$ cat src/rtl/pong_link_pkg.sv
// Shared definitions for the board-to-board pong state link.
// Holds the sync header, packet length, transmitter FSM states, the
// game-state snapshot struct and the payload byte/checksum helpers.
// The receiving block on the other board imports the same package.
package pong_link_pkg;

  localparam logic [7:0]  HEADER_BYTE   = 8'hA5;
  localparam int unsigned PKT_LEN       = 9;
  localparam int unsigned PAYLOAD_BYTES = 7;

  typedef enum logic [1:0] {
    ST_IDLE = 2'd0,
    ST_SEND = 2'd1,
    ST_DONE = 2'd2
  } frame_state_e;

  // 49 bits of game state; packed MSB-first in the order listed
  typedef struct packed {
    logic [10:0] x_ball;
    logic [9:0]  y_ball;
    logic [9:0]  y_player1;
    logic [9:0]  y_player2;
    logic [3:0]  player1_score;
    logic [3:0]  player2_score;
  } game_state_t;

  // 56-bit payload: seven zero pad bits above the snapshot
  function automatic logic [55:0] pack_payload(input game_state_t s);
    return {7'b0, s};
  endfunction

  // Payload byte k (0 = P0, most significant)
  function automatic logic [7:0] payload_byte(input logic [55:0] p, input logic [2:0] k);
    return 8'(p >> (6'd48 - 6'd8 * 6'(k)));
  endfunction

  // XOR of P0..P6; the header is not covered
  function automatic logic [7:0] frame_checksum(input logic [55:0] p);
    logic [7:0] c;
    c = 8'h00;
    for (int k = 0; k < int'(PAYLOAD_BYTES); k++) begin
      c = c ^ payload_byte(p, 3'(k));
    end
    return c;
  endfunction

endpackage

$ cat src/rtl/state_frame_tx_if.sv
// Byte handshake between the state framer and the UART byte transmitter.
//   tx_data  : byte offered to the transmitter
//   tx_valid : tx_data is valid and held until accepted
//   tx_ready : transmitter accepts the byte on a cycle with tx_valid high
// master = framer side, slave = UART side.
interface state_frame_tx_if;
  logic [7:0] tx_data;
  logic       tx_valid;
  logic       tx_ready;

  modport master (output tx_data, output tx_valid, input tx_ready);
  modport slave  (input tx_data, input tx_valid, output tx_ready);
endinterface

$ cat src/rtl/state_frame_tx.sv
// Game-state packet framer: every FRAME_DIV enabled timing ticks it
// snapshots ball/paddle/score state and sends a 9-byte packet
// (HEADER, P0..P6, XOR checksum) over a valid/ready byte handshake.
// Ports:
//   clk, rst                 clock, asynchronous active-high reset
//   timing_tick_i, enable_i  frame tick and link enable
//   x_ball_i .. player2_score_i  live game state
//   tx_if (master)           tx_data / tx_valid out, tx_ready in
//   frame_busy_o             packet in progress
//   frame_done_o             one-cycle pulse after the checksum is accepted
//   overrun_cnt_o            saturating count of dropped send requests
module state_frame_tx
  import pong_link_pkg::*;
#(
  parameter logic [7:0]  HEADER    = HEADER_BYTE,
  parameter int unsigned FRAME_DIV = 1
) (
  input  logic                    clk,
  input  logic                    rst,
  input  logic                    timing_tick_i,
  input  logic                    enable_i,
  input  logic [10:0]             x_ball_i,
  input  logic [9:0]              y_ball_i,
  input  logic [9:0]              y_player1_i,
  input  logic [9:0]              y_player2_i,
  input  logic [3:0]              player1_score_i,
  input  logic [3:0]              player2_score_i,
  state_frame_tx_if.master        tx_if,
  output logic                    frame_busy_o,
  output logic                    frame_done_o,
  output logic [7:0]              overrun_cnt_o
);

  localparam logic [7:0] DIV_LAST = 8'(FRAME_DIV - 1);
  localparam logic [3:0] IDX_LAST = 4'(PKT_LEN - 1);

  frame_state_e state_q, state_d;
  logic [3:0]   idx_q, idx_d;
  logic [55:0]  payload_q, payload_d;
  logic [7:0]   div_q, div_d;
  logic         pending_q, pending_d;
  logic [7:0]   ovr_q, ovr_d;
  logic [7:0]   data_q, data_d;
  logic         valid_q, valid_d;
  logic         busy_q, busy_d;
  logic         done_q, done_d;

  logic         req_s;
  logic         accept_s;
  logic         launch_s;
  game_state_t  live_s;

  assign live_s = {x_ball_i, y_ball_i, y_player1_i, y_player2_i,
                   player1_score_i, player2_score_i};
  assign accept_s = valid_q & tx_if.tx_ready;

  // Packet byte i: 0 = header, 1..7 = payload, 8 = checksum
  function automatic logic [7:0] pkt_byte(input logic [55:0] p, input logic [3:0] i);
    logic [7:0] b;
    if (i == 4'd0) begin
      b = HEADER;
    end else if (i <= 4'd7) begin
      b = payload_byte(p, 3'(i - 4'd1));
    end else begin
      b = frame_checksum(p);
    end
    return b;
  endfunction

  // Frame divider: only enabled ticks advance; wrap raises a send request
  always_comb begin
    div_d = div_q;
    req_s = 1'b0;
    if (timing_tick_i && enable_i) begin
      if (div_q == DIV_LAST) begin
        div_d = 8'd0;
        req_s = 1'b1;
      end else begin
        div_d = div_q + 8'd1;
      end
    end else begin
      div_d = div_q;
    end
  end

  // FSM next state, byte sequencing, pending/overrun bookkeeping
  always_comb begin
    state_d   = state_q;
    idx_d     = idx_q;
    payload_d = payload_q;
    pending_d = pending_q;
    ovr_d     = ovr_q;
    data_d    = data_q;
    valid_d   = valid_q;
    busy_d    = busy_q;
    done_d    = 1'b0;
    launch_s  = 1'b0;

    case (state_q)
      ST_IDLE: begin
        launch_s = req_s | pending_q;
      end
      ST_SEND: begin
        if (accept_s) begin
          if (idx_q == IDX_LAST) begin
            state_d = ST_DONE;
            valid_d = 1'b0;
            busy_d  = 1'b0;
            done_d  = 1'b1;
          end else begin
            idx_d  = idx_q + 4'd1;
            data_d = pkt_byte(payload_q, idx_q + 4'd1);
          end
        end else begin
          idx_d = idx_q;
        end
      end
      ST_DONE: begin
        state_d = ST_IDLE;
      end
      default: begin
        state_d = ST_IDLE;
        valid_d = 1'b0;
        busy_d  = 1'b0;
      end
    endcase

    if (launch_s) begin
      // A launch consumes the pending slot; a request arriving on the same
      // cycle as a pending-driven launch re-occupies it.
      state_d   = ST_SEND;
      idx_d     = 4'd0;
      payload_d = pack_payload(live_s);
      data_d    = HEADER;
      valid_d   = 1'b1;
      busy_d    = 1'b1;
      pending_d = pending_q & req_s;
    end else if (req_s) begin
      // Busy (SEND/DONE): one request may wait, further ones are dropped
      if (!pending_q) begin
        pending_d = 1'b1;
      end else if (ovr_q != 8'hFF) begin
        ovr_d = ovr_q + 8'd1;
      end else begin
        ovr_d = ovr_q;
      end
    end else begin
      pending_d = pending_q;
    end
  end

  // State and output registers
  always_ff @(posedge clk or posedge rst) begin
    if (rst) begin
      state_q   <= ST_IDLE;
      idx_q     <= 4'd0;
      payload_q <= 56'd0;
      div_q     <= 8'd0;
      pending_q <= 1'b0;
      ovr_q     <= 8'd0;
      data_q    <= 8'd0;
      valid_q   <= 1'b0;
      busy_q    <= 1'b0;
      done_q    <= 1'b0;
    end else begin
      state_q   <= state_d;
      idx_q     <= idx_d;
      payload_q <= payload_d;
      div_q     <= div_d;
      pending_q <= pending_d;
      ovr_q     <= ovr_d;
      data_q    <= data_d;
      valid_q   <= valid_d;
      busy_q    <= busy_d;
      done_q    <= done_d;
    end
  end

  assign tx_if.tx_data  = data_q;
  assign tx_if.tx_valid = valid_q;
  assign frame_busy_o   = busy_q;
  assign frame_done_o   = done_q;
  assign overrun_cnt_o  = ovr_q;

endmodule

$ cat src/flat_wrapper.sv
// flat-port wrapper written by rule: the top's interface ports become plain ports
module state_frame_tx_flat import pong_link_pkg::*;
#(
  parameter logic [7:0]  HEADER    = HEADER_BYTE,
  parameter int unsigned FRAME_DIV = 1
)
  (clk, rst, timing_tick_i, enable_i, x_ball_i, y_ball_i, y_player1_i, y_player2_i, player1_score_i, player2_score_i, frame_busy_o, frame_done_o, overrun_cnt_o, tx_if_tx_data, tx_if_tx_valid, tx_if_tx_ready);
  state_frame_tx_if tx_if_i ();
  input  logic clk;
  input  logic rst;
  input  logic timing_tick_i;
  input  logic enable_i;
  input  logic [10:0] x_ball_i;
  input  logic [9:0] y_ball_i;
  input  logic [9:0] y_player1_i;
  input  logic [9:0] y_player2_i;
  input  logic [3:0] player1_score_i;
  input  logic [3:0] player2_score_i;
  output logic frame_busy_o;
  output logic frame_done_o;
  output logic [7:0] overrun_cnt_o;
  output wire logic [$bits(tx_if_i.tx_data)-1:0] tx_if_tx_data;
  output wire logic [$bits(tx_if_i.tx_valid)-1:0] tx_if_tx_valid;
  input wire logic [$bits(tx_if_i.tx_ready)-1:0] tx_if_tx_ready;
  assign tx_if_tx_data = tx_if_i.tx_data;
  assign tx_if_tx_valid = tx_if_i.tx_valid;
  assign tx_if_i.tx_ready = tx_if_tx_ready;
  state_frame_tx #(.HEADER(HEADER), .FRAME_DIV(FRAME_DIV)) u_core (.clk(clk), .rst(rst), .timing_tick_i(timing_tick_i), .enable_i(enable_i), .x_ball_i(x_ball_i), .y_ball_i(y_ball_i), .y_player1_i(y_player1_i), .y_player2_i(y_player2_i), .player1_score_i(player1_score_i), .player2_score_i(player2_score_i), .tx_if(tx_if_i), .frame_busy_o(frame_busy_o), .frame_done_o(frame_done_o), .overrun_cnt_o(overrun_cnt_o));
endmodule
$ cat config.mk
export PLATFORM = sky130hd
export DESIGN_NAME = state_frame_tx_flat
export DESIGN_NICKNAME = d
export VERILOG_FILES = /design/src/rtl/pong_link_pkg.sv /design/src/rtl/state_frame_tx_if.sv /design/src/rtl/state_frame_tx.sv /design/src/flat_wrapper.sv
export SDC_FILE = /design/constraint.sdc
export NUM_CORES = 1
export LEC_CHECK = 0
export CAP_MARGIN = 20
export CORE_MARGIN = 1.5
export CORE_UTILIZATION = 48
export CTS_CLUSTER_SIZE = 20
export DETAILED_ROUTE_END_ITERATION = 12
export PLACE_DENSITY = 0.77
export SETUP_SLACK_MARGIN = 0.4
export SYNTH_ARGS = -nofsm -noshare
export SYNTH_HDL_FRONTEND = slang
export SYNTH_SLANG_ARGS = --single-unit
export TNS_END_PERCENT = 1
$ cat constraint.sdc
create_clock -name clk -period 2.9 [get_ports clk]
set_clock_uncertainty 0.2 [all_clocks]
set_input_delay 0.29 -clock clk [delete_from_list [all_inputs] [get_ports clk]]
set_output_delay 0.29 -clock clk [all_outputs]
set_load 0.03 [all_outputs]
==> flow_metrics.tcl, run 1 <==
set metrics [dict create \
    outcome "complete, no violations" \
    grt_pass1_vias 3044 \
    rows 34 \
    grt-ovfl-total 0 \
    cts_sinks 82 \
    track_usage_pct 19.7 \
    fin_area_mm2 0.00555 \
    syn2layout_area_growth_pct 27.7 \
    fin_total_pwr_uw 6630 \
    tightestPinTransition_ns 0.838 \
    htreeDepth 3 \
    die_area_mm2 0.00963 \
    async_flop_share_pct 100 \
    routedWlPerCell_um 18.8 \
    crit_required_ns 2.94 \
    cts_buffers 9 \
    clk_pin_slew_worst_paths_ns 0.08 \
    startpoint_type "flop" \
    fp.coreArea_mm2 0.00876 \
    vias 2996 \
    grt_pass1_wl_mm 14.8 \
    worst_ep_arrival_time_ns 2.56 \
    antenna_left 0 \
    fin_nets 475 \
    drv_cap 0 \
    cp-end-kind "flop" \
    clockBufferDepth 2 \
    fin_ws_ns 0.381 \
    setup-violations-final 0 \
    finalCritPeriodShare_pct 86.9 \
    drtIter0Drc 120 \
    p_per_area_mw_per_mm2 1190 \
    ys_seq_area_share_pct 47.2 \
    vias_per_cell 5.67 \
    grt_max_degree 47 \
    first_pass_iters 4 \
    cts_tree "done" \
    synth_edf_count 0 \
    clock_latency_ns 0.36 \
    critPathKind "flop to flop" \
    port_buffers 72 \
    timing.hold.ws_ns 0.101 \
    synth.distinct_cells 49 \
    diodes 0 \
    p_leak_uw 0.00236 \
    min_period_ns 2.52 \
    chipWidth_um 98.1 \
    cp_max_fo 10 \
    slew_headroom_pct 44.0 \
    rsz0062_at_grt "true" \
    finalHoldViolCount 0 \
    setup_tns_ns 0 \
    syn_area_mm2 0.00435 \
    vdd_ir_drop_max_v 0.000563 \
    wirelength_mm 9.94 \
    die_y_um 98.1 \
    synth_area_per_cell_um2 13.1 \
    place_area_mm2 0.00514 \
    place.gp.congestion 0.760 \
    drc 0 \
    maxSlewViolCount 0 \
    fmax_mhz 397 \
    netlist_instances 331 \
    initial_core_util_pct 49.6 \
    synth-seq-cells 82 \
    antenna_found_initial 0 \
    ios 73 \
    place_ws_ns 0.308 \
    nFillCells 678 \
    cts-root-buf "clkbuf_8" \
    synth_warnings 0 \
    hp-class "input port to async pin" \
    drive_gt1_share_pct 13.6 \
    hpwl_mm 6.19 \
    syn_nets 390 \
    yosys_most_used_dff "dfrtp_1" \
]
==> critical path, stage by stage, from the launching register on <==
cell	delay [ns]
dfrtp_1	0.42
inv_2	0.07
ha_1	0.14
or4b_4	0.50
o31ai_4	0.21
and2_4	0.33
clkbuf_16	0.22
mux2_1	0.32
==> cell families (layout without fill, tap and decap cells) <==
logic type,count (synthesis),after routing,synth area share (%)
AOI/OAI and AO/OA,30,30,5.85
xor gates and xnor gates,49,49,12.7
buffers and inverters,25,114,4.23
DFF,82,82,47.2
muxes,68,68,19.4
and+or+nand+nor,72,72,9.10
adders and majority gates,5,5,1.44
==> cell usage in the layout (no fill, tap or decap), types with 6 or more instances in the layout <==
master,count
xnor2_1,29
buf_4,7
clkbuf_8,10
o211ai_1,6
nor2_1,14
xor2_1,10
mux2i_1,9
xnor3_1,9
mux4_2,8
mux2_1,44
nand2_1,18
mux2_2,7
dfrtp_1,82
nand3_1,6
inv_1,8
clkdlybuf4s50_1,72
nand4_1,10
==> final timing paths <==
path | start | cells after the start | slack [ns] | end
worst max-delay path | u_core.div_q[0]$_DFFE_PP0N_ | 7 | 0.38 | u_core.payload_q[20]$_DFFE_PP0P_
worst min-delay path | rst | 2 | 0.10 | u_core.overrun_cnt_o[5]$_DFFE_PP0P_
worst max register to register | u_core.div_q[0]$_DFFE_PP0N_ | 7 | 0.38 | u_core.payload_q[20]$_DFFE_PP0P_
worst min register to register | u_core.div_q[7]$_DFFE_PP0N_ | 1 | 0.29 | u_core.div_q[7]$_DFFE_PP0N_
max in group asynchronous | rst | 3 | 1.81 | u_core.div_q[3]$_DFFE_PP0N_
min in group clk | u_core.div_q[7]$_DFFE_PP0N_ | 1 | 0.29 | u_core.div_q[7]$_DFFE_PP0N_
==> what timing repair did <==
action                                  4_1_cts  5_1_grt
cloned                                        1        5
endpoints found under the setup margin       49       52
hold buffers                                  0        0
gates resized for setup                       2        6
buffers inserted                              0        3
pin swaps                                     0        2
==> cell usage after synthesis, types with 2 or more instances <==
cell type  instances  area share (%)
buf_2              2            0.23
nand2_1           19             1.6
xnor3_1            9             4.7
nor4_1             3            0.43
xor2_1            11             2.2
a21o_1             4            0.69
and4_1             2            0.40
dfrtp_1           82              47
o211ai_1           6             1.0
clkbuf_1           5            0.43
and2_1             3            0.43
and3_1             3            0.43
mux4_2             8             4.1
a2bb2oi_1          3            0.60
buf_12             4             1.8
ha_1               5             1.4
nand4_1           10             1.4
or3_1              2            0.29
a32o_1             4            0.92
a221oi_1           3            0.60
mux2_2             7             1.8
nor3_1             2            0.23
inv_1             11            0.95
nor2_1            14             1.2
xnor2_1           29             5.8
mux2i_1            9             2.1
nand3_1            6            0.69
mux2_1            44              11
==> flip-flops by register name (all words and copies together), names as in the netlist <==
name,cells
u_core.payload_q,49
u_core.pending_q,1
u_core.tx_if.tx_valid,1
u_core.state_q,2
u_core.idx_q,4
u_core.div_q,8
u_core.frame_done_o,1
u_core.overrun_cnt_o,8
u_core.tx_if.tx_data,8
==> area by class of cell <==
| cell class | instances | area, µm² | share of cell area, % |
|---|---|---|---|
| inverter | 11 | 45.0 | 0.812 |
| clock buffer | 10 | 138 | 2.48 |
| sequential | 82 | 2050 | 37.0 |
| clock inverter | 5 | 78.8 | 1.42 |
| timing repair buffer | 88 | 976 | 17.6 |
| multi-input combinational | 224 | 2120 | 38.3 |
| tap | 108 | 135 | 2.44 |
==> power by group <==
part           switching [µW]  total (µW)  internal [µW]  leakage (µW)
registers                 512        2160           1650      0.000994
logic                    1520        3550           2020       0.00126
clock network             417         919            502      0.000112
==> through the flow <==
step	std cells	util (%)
global placement	504	58.7
global route	528	63.3
detailed placement	504	58.7
finish	528	63.3
CTS	520	61.5
floorplan	331	-
==> routing by layer <==
metal | share of wire, % | up-vias | global-route usage, %
li1 | - | 1366 | -
met1 | 41 | 1517 | 24.7
met2 | 51 | 95 | 33.3
met3 | 5.5 | 18 | 4.65
met4 | 2.2 | 0 | 7.26
met5 | 0 | - | 0
No activity file was read; power rests on OpenSTA's default activity.
==> run 2, diff against run 1 <==
- REMOVE_ABC_BUFFERS: not set -> 1
==> flow_metrics.tcl, run 2 (same netlist as run 1, synthesis figures left out) <==
set metrics [dict create \
    die_area_mm2 0.00963 \
    final_cell_mix "dfrtp_1 (82), clkdlybuf4s50_1 (72), xnor2_1 (29), mux2_1 (25), mux2_4 (21)" \
    cts-root-buf "clkbuf_8" \
    timing.hold.ws_ns 0.206 \
    htreeDepth 3 \
    drtIter0Drc 105 \
    place.gp.congestion 0.830 \
    ff2ff_setup_slack_ns 0.40 \
    worst_ep_arrival_time_ns 2.54 \
    initial_core_util_pct 49.6 \
    grt_pass1_vias 2912 \
    p_leak_uw 0.00242 \
    hpwl_mm 5.83 \
    critPathBufInv 2 \
    crit_cells 7 \
    vias_per_cell 5.56 \
    grt_max_degree 52 \
    vias 2964 \
    fmax_mhz 400 \
    wirelength_mm 9.37 \
    cp_slowest_cell "or4b_4" \
    maxSlewViolCount 0 \
    outcome "complete, no violations" \
    cp-end-kind "flop" \
    drv_cap 0 \
    fp.coreArea_mm2 0.00876 \
    first_pass_iters 4 \
    clockBufferDepth 2 \
    p_per_area_mw_per_mm2 1170 \
    r2r_start "u_core.div_q[0]$_DFFE_PP0N_" \
    die_y_um 98.1 \
    top_register "u_core.payload_q" \
    largest_reg_flops 49 \
    reg2reg_depth 7 \
    vdd_ir_drop_max_v 0.000509 \
    cts_buffers 9 \
    drc 0 \
    cts_tree "done" \
    slew_headroom_pct 40.1 \
    r2r_end "u_core.payload_q[36]$_DFFE_PP0P_" \
    crit_required_ns 2.94 \
    clk_pin_slew_worst_paths_ns 0.09 \
    critPathKind "flop to flop" \
    startpoint_type "flop" \
    cp_top_family "simple AND/OR/NAND/NOR gates" \
    finalHoldViolCount 0 \
    cts_sinks 82 \
    setup_tns_ns 0 \
    hp-class "input port to async pin" \
    nFillCells 695 \
    layout_commonest_cell "dfrtp_1" \
    routedWlPerCell_um 17.6 \
    clock_latency_ns 0.36 \
    antenna_left 0 \
    ios 73 \
    track_usage_pct 18.5 \
    rsz0062_at_grt "true" \
    cp_max_fo 7 \
    critPathMaxStageDelay_ns 0.49 \
    diodes 0 \
    path_cells "inv_2, ha_4, or4b_4, o31ai_4, and2_4, clkbuf_16, mux2_4" \
    port_buffers 72 \
    tightestPinTransition_ns 0.899 \
    grt-ovfl-total 0 \
    finalCritPeriodShare_pct 86.3 \
    fin_nets 479 \
    drive_gt1_share_pct 18.6 \
    chipWidth_um 98.1 \
    rows 34 \
    syn2layout_area_growth_pct 28.8 \
    grt_pass1_wl_mm 14.1 \
    min_period_ns 2.50 \
    antenna_found_initial 0 \
    setup-violations-final 0 \
]
## run 2: cell types whose count changed in the layout (fill, tap and decap cells not counted), sizes merged
cell	before	now
inv	10	14
clkbuf	14	13
bufinv	2	0
buf	12	16
## run 2: per-stage QoR
step | setup slack (ns) | std cells | power [µW] | area [µm²] | utilization [%]
after global routing | 0.346 | 533 | 6980 | 5600 | 63.9
after floorplan | -0.522 | 317 | 4570 | 4200 | -
after CTS | 0.349 | 522 | 6260 | 5350 | 61.0
after global placement | 0.381 | 505 | 5320 | 5130 | 58.6
final | 0.397 | 533 | 6570 | 5600 | 63.9
after detailed placement | 0.317 | 505 | 5430 | 5130 | 58.6
## run 2: how the worst max path moves through the flow
stage	end	startpoint	slack, ns
floorplan	u_core.payload_q[11]$_DFFE_PP0P_	u_core.div_q[0]$_DFFE_PP0N_	-0.52
global placement	u_core.payload_q[15]$_DFFE_PP0P_	u_core.div_q[0]$_DFFE_PP0N_	0.38
detailed placement	u_core.payload_q[27]$_DFFE_PP0P_	u_core.div_q[0]$_DFFE_PP0N_	0.32
CTS	u_core.payload_q[27]$_DFFE_PP0P_	u_core.div_q[0]$_DFFE_PP0N_	0.35
global route	u_core.payload_q[41]$_DFFE_PP0P_	u_core.div_q[0]$_DFFE_PP0N_	0.35
finish	u_core.payload_q[36]$_DFFE_PP0P_	u_core.div_q[0]$_DFFE_PP0N_	0.40
## run 2: layout make-up
type | count | area (µm²) | area share [%]
clock buffers | 9 | 124 | 2.21
inverters | 11 | 42.5 | 0.760
multi-input cells | 224 | 2200 | 39.4
repair buffers | 92 | 981 | 17.5
well taps | 108 | 135 | 2.41
flip-flops and latches | 82 | 2050 | 36.7
clock inverters | 7 | 60.1 | 1.07
## run 2: per-layer routing
metal	global-route usage, %	routed length [µm]
met5	0	0
met4	7.69	194
met3	3.51	523
met2	31.0	4630
met1	23.6	4020
## run 2: repair_timing
item	in CTS	in global routing
setup endpoints to repair	49	49
pin swaps	0	2
setup buffers	0	6
resized for setup	2	26
hold buffers	0	0
hold endpoints to repair	0	0
gates cloned	1	5
## run 2: worst register-to-register path: cells and delay by family (launching register included)
family / cells / cell delay, ns
compound gates: 1 / 0.21
buf+inv: 2 / 0.32
flops: 1 / 0.42
simple gates: 2 / 0.82
fa+ha+maj: 1 / 0.12
mux: 1 / 0.30
## run 2: power breakdown
part           internal [µW]  switching (µW)
clock network            326             458
logic                   2160            1480
registers               1650             504
total                   4130            2440
